`config.mk`:
```
export PLATFORM = sky130hd
export DESIGN_NAME = stopwatch_counter
export DESIGN_NICKNAME = d
export VERILOG_FILES = /design/src/rtl/stopwatch_counter.sv
export SDC_FILE = /design/constraint.sdc
export NUM_CORES = 1
export LEC_CHECK = 0
export CAP_MARGIN = 20
export CORE_ASPECT_RATIO = 0.6
export CORE_MARGIN = 8
export CORE_UTILIZATION = 48
export DETAILED_ROUTE_END_ITERATION = 6
export GPL_ROUTABILITY_DRIVEN = 0
export PLACE_DENSITY = 0.75
export RECOVER_POWER = 50
export SLEW_MARGIN = 0
export SYNTH_ARGS = -nofsm -noshare
export SYNTH_HDL_FRONTEND = slang
export SYNTH_SLANG_ARGS = --single-unit
```
`constraint.sdc`:
```
create_clock -name Clk_100mhz -period 1.8 [get_ports Clk_100mhz]
set_clock_uncertainty 0.15 [all_clocks]
set_input_delay 0.18 -clock Clk_100mhz [delete_from_list [all_inputs] [get_ports Clk_100mhz]]
set_output_delay 0.18 -clock Clk_100mhz [all_outputs]
set_load 0.005 [all_outputs]
```
`src/rtl/stopwatch_counter.sv`:
```
// BCD mm:ss stopwatch core: run/pause/lap/clear control over a tick-enabled counter.
// Digit outputs show the lap snapshot while in LAP, otherwise the live count.
module stopwatch_counter #(
  parameter int unsigned MAX_MINUTES = 59
) (
  input  logic       Clk_100mhz,
  input  logic       Rst,
  input  logic       Tick,
  input  logic       Start_stop,
  input  logic       Lap,
  input  logic       Clear,
  output logic [3:0] Sec_ones,
  output logic [3:0] Sec_tens,
  output logic [3:0] Min_ones,
  output logic [3:0] Min_tens,
  output logic       Running,
  output logic       Lap_active,
  output logic       Wrap
);

  localparam logic [3:0] MAX_MIN_TENS = 4'(MAX_MINUTES / 10);
  localparam logic [3:0] MAX_MIN_ONES = 4'(MAX_MINUTES % 10);

  typedef enum logic [1:0] {IDLE, RUN, PAUSED, LAP} state_t;

  state_t     state_q, state_d;
  logic [3:0] s1_q, s10_q, m1_q, m10_q;
  logic [3:0] s1_d, s10_d, m1_d, m10_d;
  logic [3:0] snap_s1_q, snap_s10_q, snap_m1_q, snap_m10_q;
  logic [3:0] snap_s1_d, snap_s10_d, snap_m1_d, snap_m10_d;
  logic [3:0] inc_s1, inc_s10, inc_m1, inc_m10;
  logic       wrap_q, wrap_d;
  logic       count_en, at_max;

  always_ff @(posedge Clk_100mhz) begin
    if (Rst) begin
      state_q    <= IDLE;
      s1_q       <= '0;
      s10_q      <= '0;
      m1_q       <= '0;
      m10_q      <= '0;
      snap_s1_q  <= '0;
      snap_s10_q <= '0;
      snap_m1_q  <= '0;
      snap_m10_q <= '0;
      wrap_q     <= 1'b0;
    end else begin
      state_q    <= state_d;
      s1_q       <= s1_d;
      s10_q      <= s10_d;
      m1_q       <= m1_d;
      m10_q      <= m10_d;
      snap_s1_q  <= snap_s1_d;
      snap_s10_q <= snap_s10_d;
      snap_m1_q  <= snap_m1_d;
      snap_m10_q <= snap_m10_d;
      wrap_q     <= wrap_d;
    end
  end

  // BCD ripple increment of the live count, wrapping to 00:00 after MAX_MINUTES:59
  always_comb begin
    inc_s1  = s1_q;
    inc_s10 = s10_q;
    inc_m1  = m1_q;
    inc_m10 = m10_q;
    at_max  = (m10_q == MAX_MIN_TENS) && (m1_q == MAX_MIN_ONES) &&
              (s10_q == 4'd5) && (s1_q == 4'd9);
    if (at_max) begin
      inc_s1  = '0;
      inc_s10 = '0;
      inc_m1  = '0;
      inc_m10 = '0;
    end else if (s1_q != 4'd9) begin
      inc_s1 = s1_q + 4'd1;
    end else begin
      inc_s1 = '0;
      if (s10_q != 4'd5) begin
        inc_s10 = s10_q + 4'd1;
      end else begin
        inc_s10 = '0;
        if (m1_q != 4'd9) begin
          inc_m1 = m1_q + 4'd1;
        end else begin
          inc_m1  = '0;
          inc_m10 = m10_q + 4'd1;
        end
      end
    end
  end

  always_comb begin
    state_d    = state_q;
    count_en   = Tick && (state_q == RUN || state_q == LAP);
    s1_d       = count_en ? inc_s1  : s1_q;
    s10_d      = count_en ? inc_s10 : s10_q;
    m1_d       = count_en ? inc_m1  : m1_q;
    m10_d      = count_en ? inc_m10 : m10_q;
    snap_s1_d  = snap_s1_q;
    snap_s10_d = snap_s10_q;
    snap_m1_d  = snap_m1_q;
    snap_m10_d = snap_m10_q;
    wrap_d     = count_en && at_max && !Clear;

    if (Clear) begin
      state_d    = IDLE;
      s1_d       = '0;
      s10_d      = '0;
      m1_d       = '0;
      m10_d      = '0;
      snap_s1_d  = '0;
      snap_s10_d = '0;
      snap_m1_d  = '0;
      snap_m10_d = '0;
    end else if (Start_stop) begin
      case (state_q)
        IDLE:    state_d = RUN;
        RUN:     state_d = PAUSED;
        PAUSED:  state_d = RUN;
        LAP:     state_d = PAUSED;
        default: state_d = IDLE;
      endcase
    end else if (Lap) begin
      if (state_q == RUN) begin
        // snapshot takes the post-tick value so a same-cycle tick is included
        state_d    = LAP;
        snap_s1_d  = s1_d;
        snap_s10_d = s10_d;
        snap_m1_d  = m1_d;
        snap_m10_d = m10_d;
      end else if (state_q == LAP) begin
        state_d = RUN;
      end
    end
  end

  always_comb begin
    Lap_active = (state_q == LAP);
    Running    = (state_q == RUN) || (state_q == LAP);
    Wrap       = wrap_q;
    Sec_ones   = Lap_active ? snap_s1_q  : s1_q;
    Sec_tens   = Lap_active ? snap_s10_q : s10_q;
    Min_ones   = Lap_active ? snap_m1_q  : m1_q;
    Min_tens   = Lap_active ? snap_m10_q : m10_q;
  end

endmodule

```
==> results.yml, run 1 <==
grt:
  grt_pass1_vias: 1549
  grt_max_degree: 24
  busiest_layer: "met2"
  gr-total-overflow: 0
  grtUsageTotal_pct: 16.43
  antenna_found_initial: 0
  grt_pass1_wl_mm: 7.383
  grt_util_met2_pct: 26.42
  use_met1_pct: 21.01
  use_met3_pct: 6.115
job:
  max_cap_viol_count: 0
critical_path:
  cp_common_cell: "buf_6"
  cp-start-kind: "register"
  required_ns: 1.82
  worst_path_largest_cell_delay_ns: 0.32
  critPathArrivalTime_ns: 1.83
  endpoint_kind: "register"
  crit_type: "reg -> reg"
  slowest_stage: "dfxtp_2"
  crit_chain: "inv_2 -> ha_4 -> nand3b_1 -> buf_6 -> nor4_4 -> buf_6 -> mux2i_1 -> a21oi_1"
  crit_fanout: 6
clocking:
  clk_latency_ns: 0.29
  htree_levels: 2
  cts_buffers: 5
  cts_hold_buf: 0
  clk_pin_slew_ns: 0.07
  clock-sinks: 35
  cts_tree: "built"
  root_buffer: "clkbuf_8"
  cts_max_path_buffers: 2
yosys:
  async_reset_ff_share_pct: 0
  ys_types: 36
  synth-edff-count: 0
  synth_nets: 211
  ys.flop_type: "dfxtp_1"
  syn_area_um2: 1678
  syn_area_per_cell_um2: 8.348
  ys_warn_count: 0
  synth_cells: 201
  ys_seq_elements: 35
  synth_seq_area_share_pct: 41.76
final_layout:
  finish.instance_area_um2: 2337
  syn_to_final_growth_pct: 39.30
  antennaDiodeCount: 0
  nFillCells: 261
  final_util_pct: 70.76
  post_route_cells_drive_above_1_share_pct: 28.91
  fin_nets: 265
die:
  core_area_um2: 3303
  chipWidth_um: 92.33
  die_h_um: 61.80
  initial_core_util_pct: 50.80
  die_area_um2: 5705
  rows: 16
  boundaryPins: 25
min_path:
  min_path_type: "reg -> reg"
pwr:
  peakVddDrop_uv: 398.9
  power_density_nw_per_um2: 598.3
  power.static_leakage_nw: 0.9661
placed_design:
  placed_area_um2: 2188
  portBuffers: 24
  dp_hpwl_mm: 3.227
  place_ws_ns: -0.2068
drt:
  routedWlPerCell_um: 15.01
  drt-initial-drc-count: 102
  vias_per_cell: 5.389
  antenna_left: 0
  routed_wl_mm: 4.519
  vias: 1622
  drt_first_pass_iters: 5
  drc: 0
sta:
  hold_ws_ns: 0.3463
  hold_violations: 0
  setup_viol: 5
  period_minus_slack_ns: 1.807
  fin_crit_sh_pct: 100.4
  worst_slack_ns: -0.007296
  drv_slew: 0
  fmax_ghz: 0.5533
  worst_pin_slew_ns: 0.4641
  fin_setup_tns_ns: -0.009181
  relSlewSlack_pct: 69.06
  rsz0062_at_grt: "true"
outcome:
  violations: "negative setup slack"
  status: "finished with violations"
power breakdown:
group          switching, mW  leakage (nW)  internal (mW)
clock network          0.282        0.0422          0.272
registers            0.00468         0.285          0.778
logic                 0.0338         0.639         0.0290
total                  0.320         0.966           1.08
stage by stage:
step / instances / power, mW
after global placement: 290 / 0.8590
after floorplan: 201 / 0.8295
after detailed placement: 290 / 0.8615
after CTS: 300 / 1.406
after global routing: 301 / 1.446
final: 301 / 1.398
placed cells by master (no fill, tap or decap), drive strengths merged, types with 7 or more instances in the layout:
master,synthesis,routed
clkbuf,10,11
o21ai,22,22
a21oi,17,17
nand2,15,15
inv,8,9
buf,2,34
dfxtp,35,35
nor2,26,26
mux2,8,8
dlygate4sd2,0,7
final timing paths:
path | end | slack (ns) | startpoint | depth (start not counted)
worst min register to register | snap_s1_q[1] | 0.35 | snap_s1_q[1] | 2
worst max register to register | snap_m10_q[0] | -0.007 | s1_q[1] | 8
worst min-delay path | snap_s1_q[1] | 0.35 | snap_s1_q[1] | 2
worst max-delay path | snap_m10_q[0] | -0.007 | s1_q[1] | 8
what timing repair did:
| action | in CTS | in global routing |
|---|---|---|
| pin swaps | 3 | 4 |
| setup buffers | 2 | 1 |
| endpoints found under the setup margin | 29 | 37 |
| resized for setup | 27 | 23 |
cell type report:
class / count / area [um2] / share of cell area [%]
Clock buffer: 7 / 76.32 / 3.266
Clock inverter: 1 / 5.005 / 0.2141
Sequential cell: 35 / 711.9 / 30.46
Multi-Input combinational cell: 145 / 960.9 / 41.11
Inverter: 9 / 33.78 / 1.445
Timing Repair Buffer: 59 / 493.0 / 21.09
Tap cell: 45 / 56.30 / 2.409
worst max-delay path, delay by kind of cell, from the launching register on:
family / cells / cell delay [ns]
AO/OA/AOI/OAI: 1 / 0.09
adder cells (fa/ha/maj): 1 / 0.12
buffers and inverters: 3 / 0.39
flip-flops: 1 / 0.32
multiplexers: 1 / 0.23
AND/OR/NAND/NOR: 2 / 0.40
cell families (layout without fill, tap and decap cells):
logic type | Yosys count | in the layout | share of synthesized area (%)
AO/OA/AOI/OAI | 55 | 55 | 18.87
flip-flops | 35 | 35 | 41.76
AND/OR/NAND/NOR | 69 | 69 | 21.18
multiplexers | 12 | 12 | 7.756
adder cells (fa/ha/maj) | 4 | 4 | 2.983
buffers and inverters | 21 | 76 | 4.847
XOR/XNOR | 5 | 5 | 2.610
per-layer routing:
| layer | vias up | routed length, um | share of wire (%) |
|---|---|---|---|
| met5 | - | 0 | 0 |
| met4 | 0 | 23 | 0.51 |
| met3 | 4 | 305 | 6.7 |
| met2 | 46 | 2058 | 46 |
| met1 | 753 | 2132 | 47 |
| li1 | 819 | - | - |
flip-flops by register name (all words and copies together) (netlist names):
name,count
Wrap,1
s1_q,4
snap_s10_q,4
s10_q,4
snap_s1_q,4
state_q,2
snap_m10_q,4
snap_m1_q,4
m1_q,4
m10_q,4
cells in the mapped netlist, drive strengths merged (5+ instances only):
cell    instances  area share (%)
dfxtp          35              42
a31oi           5             1.9
nand2          15             3.4
clkbuf         10             2.2
nor3            6             1.8
inv             8             1.8
a211oi          5             2.2
mux2            8             5.4
o21ai          22             6.6
xnor2           5             2.6
nor2           26             5.8
a21oi          17             5.1
No activity file was read; power rests on OpenSTA's default activity.
==> inputs of run 2 (changes only) <==
--- a/config.mk
+++ b/config.mk
@@ -13,6 +13,7 @@
 export GPL_ROUTABILITY_DRIVEN = 0
 export PLACE_DENSITY = 0.75
 export RECOVER_POWER = 50
+export REMOVE_ABC_BUFFERS = 1
 export SLEW_MARGIN = 0
 export SYNTH_ARGS = -nofsm -noshare
 export SYNTH_HDL_FRONTEND = slang
==> run 2 against run 1 <==
Against the previous run:
- the run still ends with negative setup slack left
- cell area is 5.7% higher
- core utilization is 4.0 points higher
- sequential share of layout area is 1.6 points lower
- power is 5.4% higher
- global-route usage is 0.47 points lower
- wire length is 2.7% higher
==> results.yml, run 2 (synthesized netlist as in run 1, its figures left out) <==
sta:
  fmax_ghz: 0.5283
  setup_viol: 12
  worst_pin_slew_ns: 0.4865
  relSlewSlack_pct: 67.57
  period_minus_slack_ns: 1.893
  fin_crit_sh_pct: 105.2
  drv_slew: 0
  rsz0062_at_grt: "true"
  fin_setup_tns_ns: -0.4555
  worst_slack_ns: -0.09287
  hold_violations: 0
drt:
  vias_per_cell: 5.466
  routed_wl_mm: 4.639
  routedWlPerCell_um: 15.21
  drt-initial-drc-count: 68
  antenna_left: 0
  drt_first_pass_iters: 4
  drc: 0
  vias: 1667
pwr:
  peakVddDrop_uv: 569.6
  power_density_nw_per_um2: 596.9
  power.static_leakage_nw: 1.007
critical_path:
  endpoint_kind: "register"
  required_ns: 1.87
  crit_fanout: 4
  cp-start-kind: "register"
  worst_path_largest_cell_delay_ns: 0.59
  critPathArrivalTime_ns: 1.96
  crit_type: "reg -> reg"
  crit_chain: "or3b_4 -> or4_4 -> mux2i_4 -> a21oi_2"
  cp_top_family: "simple AND/OR/NAND/NOR gates"
  slowest_stage: "or4_4"
  worstPathBufferInverterCount: 0
final_layout:
  fin_nets: 269
  final_common_cell: "buf_4"
  nFillCells: 263
  final_cell_mix: "buf_4, dfxtp_1, nor2_1"
  final_util_pct: 74.77
  final_cells: 305
  antennaDiodeCount: 0
  syn_to_final_growth_pct: 47.20
  post_route_cells_drive_above_1_share_pct: 32.69
grt:
  gr-total-overflow: 0
  grt_pass1_wl_mm: 7.224
  antenna_found_initial: 0
  grt_max_degree: 33
  grt_pass1_vias: 1542
  grtUsageTotal_pct: 15.96
clocking:
  cts_max_path_buffers: 2
  cts_hold_buf: 0
  htree_levels: 2
  clock-sinks: 35
  root_buffer: "clkbuf_8"
  cts_buffers: 5
  cts_tree: "built"
  clk_latency_ns: 0.29
  clk_pin_slew_ns: 0.07
job:
  max_cap_viol_count: 0
outcome:
  status: "finished with violations"
  violations: "negative setup slack"
placed_design:
  place_ws_ns: -0.2047
  dp_hpwl_mm: 2.936
  dpl.cell_count: 292
  portBuffers: 24
die:
  core_area_um2: 3303
  initial_core_util_pct: 50.80
  boundaryPins: 25
  die_area_um2: 5705
  chipWidth_um: 92.33
  rows: 16
  die_h_um: 61.80
min_path:
  min_path_type: "reg -> reg"
## run 2: per-layer routing
| layer | up-vias | part of all wire [%] | global-route usage [%] | wire length, um |
|---|---|---|---|---|
| li1 | 828 | - | - | - |
| met1 | 783 | 47 | 20.18 | 2191 |
| met2 | 49 | 46 | 26.42 | 2125 |
| met3 | 7 | 5.9 | 3.957 | 275 |
| met4 | 0 | 0.99 | 5.455 | 46 |
| met5 | - | 0 | 0 | 0 |
## run 2: metrics by stage
| step | power [mW] | cell area (um2) | hold slack (ns) |
|---|---|---|---|
| finish | 1.474 | 2470 | 0.3471 |
| global route | 1.524 | 2470 | 0.3953 |
| CTS | 1.477 | 2352 | 0.3481 |
| detailed placement | 0.8658 | 2195 | 0.3388 |
| global placement | 0.8639 | 2195 | 0.3363 |
| floorplan | 0.8253 | 1630 | 0.1668 |
## run 2: cell type report
type	instances	area [um2]	share of cell area, %
Sequential cell	35	711.9	28.82
Inverter	9	33.78	1.368
Multi-Input combinational cell	145	1017	41.19
Timing Repair Buffer	63	550.5	22.29
Tap cell	45	56.30	2.280
Clock buffer	8	100.1	4.053
## run 2: timing repair
action                                  CTS  global route
cloned                                    0             0
endpoints found under the setup margin   33            38
resized for setup                        37            31
pin swaps                                 7            14
setup buffers                             2             4
## run 2: power by group
group | internal, mW | switching, mW | total [mW]
combinational | 0.0321 | 0.0354 | 0.0675
sequential | 0.779 | 0.00489 | 0.784
clock | 0.349 | 0.274 | 0.623
## run 2: tightest hold or removal path, delay by kind of cell, from the launching register on
kind,cells,cell delay (ns)
AND/OR/NAND/NOR,1,0.09
AO/OA/AOI/OAI,1,0.05
flip-flops,1,0.31
## run 2: path summary, 6_finish.rpt
kind                start           end  slack [ns]  cells after the start
max reg2reg      s10_q[1]  snap_m1_q[1]       -0.09                      4
min          snap_s1_q[2]  snap_s1_q[2]        0.35                      2
min reg2reg  snap_s1_q[2]  snap_s1_q[2]        0.35                      2
max              s10_q[1]  snap_m1_q[1]       -0.09                      4
==> inputs of run 3 (changes only) <==
--- a/config.mk
+++ b/config.mk
@@ -6,12 +6,14 @@
 export NUM_CORES = 1
 export LEC_CHECK = 0
 export CAP_MARGIN = 20
+export CELL_PAD_IN_SITES_DETAIL_PLACEMENT = 0
+export CELL_PAD_IN_SITES_GLOBAL_PLACEMENT = 1
 export CORE_ASPECT_RATIO = 0.6
 export CORE_MARGIN = 8
-export CORE_UTILIZATION = 48
+export CORE_UTILIZATION = 36
 export DETAILED_ROUTE_END_ITERATION = 6
 export GPL_ROUTABILITY_DRIVEN = 0
-export PLACE_DENSITY = 0.75
+export PLACE_DENSITY_LB_ADDON = 0.1
 export RECOVER_POWER = 50
 export REMOVE_ABC_BUFFERS = 1
 export SLEW_MARGIN = 0
==> run 3 against run 2 <==
Against the previous run:
- the flow still finishes with violations (negative setup slack)
- combinational power is 3.3% higher
- final cell count is 4.9% higher
- global-route usage is 1.9 points lower
- sequential share of layout area is 0.24 points higher
- sequential power hardly changed
- cell area is 1.9% lower
- flip-flop and latch count stayed put
- non-clock buffer count is 3 lower
- hold slack better by 0.0012 ns
- via count is 1.3% lower
- largest cell class unchanged
==> results.yml, run 3 (synthesized netlist as in run 1, its figures left out) <==
outcome:
  violations: "negative setup slack"
  status: "finished with violations"
critical_path:
  cp-start-kind: "register"
  slowest_stage: "or4_4"
  cp_top_family: "simple AND/OR/NAND/NOR gates"
  crit_type: "reg -> reg"
  endpoint_kind: "register"
  worst_path_largest_cell_delay_ns: 0.61
  worstPathBufferInverterCount: 1
  crit_fanout: 4
  crit_chain: "inv_2 -> ha_4 -> nand3b_1 -> or4_4 -> o21ai_1 -> a31oi_1"
  critPathArrivalTime_ns: 1.91
  required_ns: 1.81
drt:
  routed_wl_mm: 4.805
  drc: 0
  vias_per_cell: 5.141
  drt_first_pass_iters: 4
  routedWlPerCell_um: 15.02
  drt-initial-drc-count: 85
  vias: 1645
  antenna_left: 0
final_layout:
  syn_to_final_growth_pct: 44.44
  antennaDiodeCount: 0
  final_util_pct: 53.66
  post_route_cells_drive_above_1_share_pct: 28.79
  final_common_cell: "dfxtp_1"
  final_cell_mix: "dfxtp_1, buf_4, nor2_1"
  fin_nets: 266
  finish.instance_area_um2: 2424
grt:
  use_met1_pct: 17.50
  busiest_layer: "met2"
  grt_pass1_wl_mm: 8.031
  grt_max_degree: 24
  gr-total-overflow: 0
  grt_pass1_vias: 1700
  antenna_found_initial: 0
  grtUsageTotal_pct: 14.05
  grt_util_met2_pct: 23.61
  use_met3_pct: 3.432
sta:
  fmax_ghz: 0.5277
  fin_crit_sh_pct: 105.3
  rsz0062_at_grt: "true"
  drv_slew: 0
  setup_viol: 8
  worst_slack_ns: -0.09485
  relSlewSlack_pct: 65.51
  worst_pin_slew_ns: 0.5173
  hold_violations: 0
  period_minus_slack_ns: 1.895
clocking:
  clk_latency_ns: 0.29
  htree_levels: 2
  clock-sinks: 35
  clk_pin_slew_ns: 0.07
  cts_buffers: 5
  cts_hold_buf: 0
  cts_max_path_buffers: 2
  cts_tree: "built"
  root_buffer: "clkbuf_8"
die:
  chipWidth_um: 104.1
  boundaryPins: 25
  core_area_um2: 4517
  die_area_um2: 7173
  rows: 19
  initial_core_util_pct: 37.15
  die_h_um: 68.88
pwr:
  power.static_leakage_nw: 1.005
  power_mw: 1.399
  peakVddDrop_uv: 402.6
  power_density_nw_per_um2: 577.1
placed_design:
  dp_hpwl_mm: 3.423
  portBuffers: 24
  placed_area_um2: 2202
min_path:
  min_path_type: "reg -> reg"
job:
  max_cap_viol_count: 0
run 3: cell count changes in the layout (fill, tap and decap cells not counted), sizes merged:
| cell | change |
|---|---|
| clkdlybuf4s15 | -8 |
| dlygate4sd2 | +7 |
| buf | -3 |
| clkinv | +2 |
| clkbuf | -1 |
| clkdlybuf4s50 | -1 |
| dlygate4sd3 | +1 |
| dlymetal6s2s | +1 |
| inv | -1 |
run 3: final timing paths:
kind | start | cells past startpoint | slack, ns | endpoint
worst min-delay path | snap_s10_q[0] | 2 | 0.35 | snap_s10_q[0]
worst max register to register | s1_q[1] | 6 | -0.09 | snap_m1_q[3]
worst min register to register | snap_s10_q[0] | 2 | 0.35 | snap_s10_q[0]
worst max-delay path | s1_q[1] | 6 | -0.09 | snap_m1_q[3]
run 3: worst register-to-register path, stage by stage (launching register included):
cell and delay (ns):
dfxtp_2 0.33, inv_2 0.07, ha_4 0.13, nand3b_1 0.20, or4_4 0.61, o21ai_1 0.18, a31oi_1 0.10
run 3: power by group:
| part | total [mW] | internal, mW | switching, mW |
|---|---|---|---|
| combinational | 0.0697 | 0.0322 | 0.0375 |
| sequential | 0.783 | 0.779 | 0.00353 |
| clock | 0.546 | 0.271 | 0.274 |
run 3: cell type report:
type | count | area [um2]
timing repair buffer | 60 | 510.5
fill | 433 | 2093
sequential | 35 | 704.4
tap | 63 | 78.83
multi-input combinational | 145 | 1015
clock inverter | 1 | 5.005
clock buffer | 7 | 76.32
inverter | 9 | 33.78
run 3: what timing repair did:
action                                  4_1_cts  5_1_grt
setup buffers                                 5        0
pin swaps                                     4       11
endpoints found under the setup margin       41       29
hold endpoints to repair                      0        0
resized for setup                            34       20
run 3: metrics by stage:
| stage | TNS (ns) | hold slack [ns] | std cells | setup WS [ns] |
|---|---|---|---|---|
| 6_report | -0.4627 | 0.3483 | 320 | -0.09485 |
| 3_5_place_dp | -2.783 | 0.3442 | 308 | -0.2659 |
| 4_1_cts | -0.5954 | 0.3519 | 321 | -0.1118 |
| 3_3_place_gp | -2.127 | 0.3324 | 308 | -0.1980 |
| 2_1_floorplan | -0.7533 | 0.1668 | 189 | -0.1372 |
| 5_1_grt | -1.656 | 0.3723 | 320 | -0.1569 |
run 3: metal layers:
layer	up-vias	wire length, um
li1	816	-
met1	797	2417
met2	28	2139
met3	4	200
met4	0	46
met5	-	0
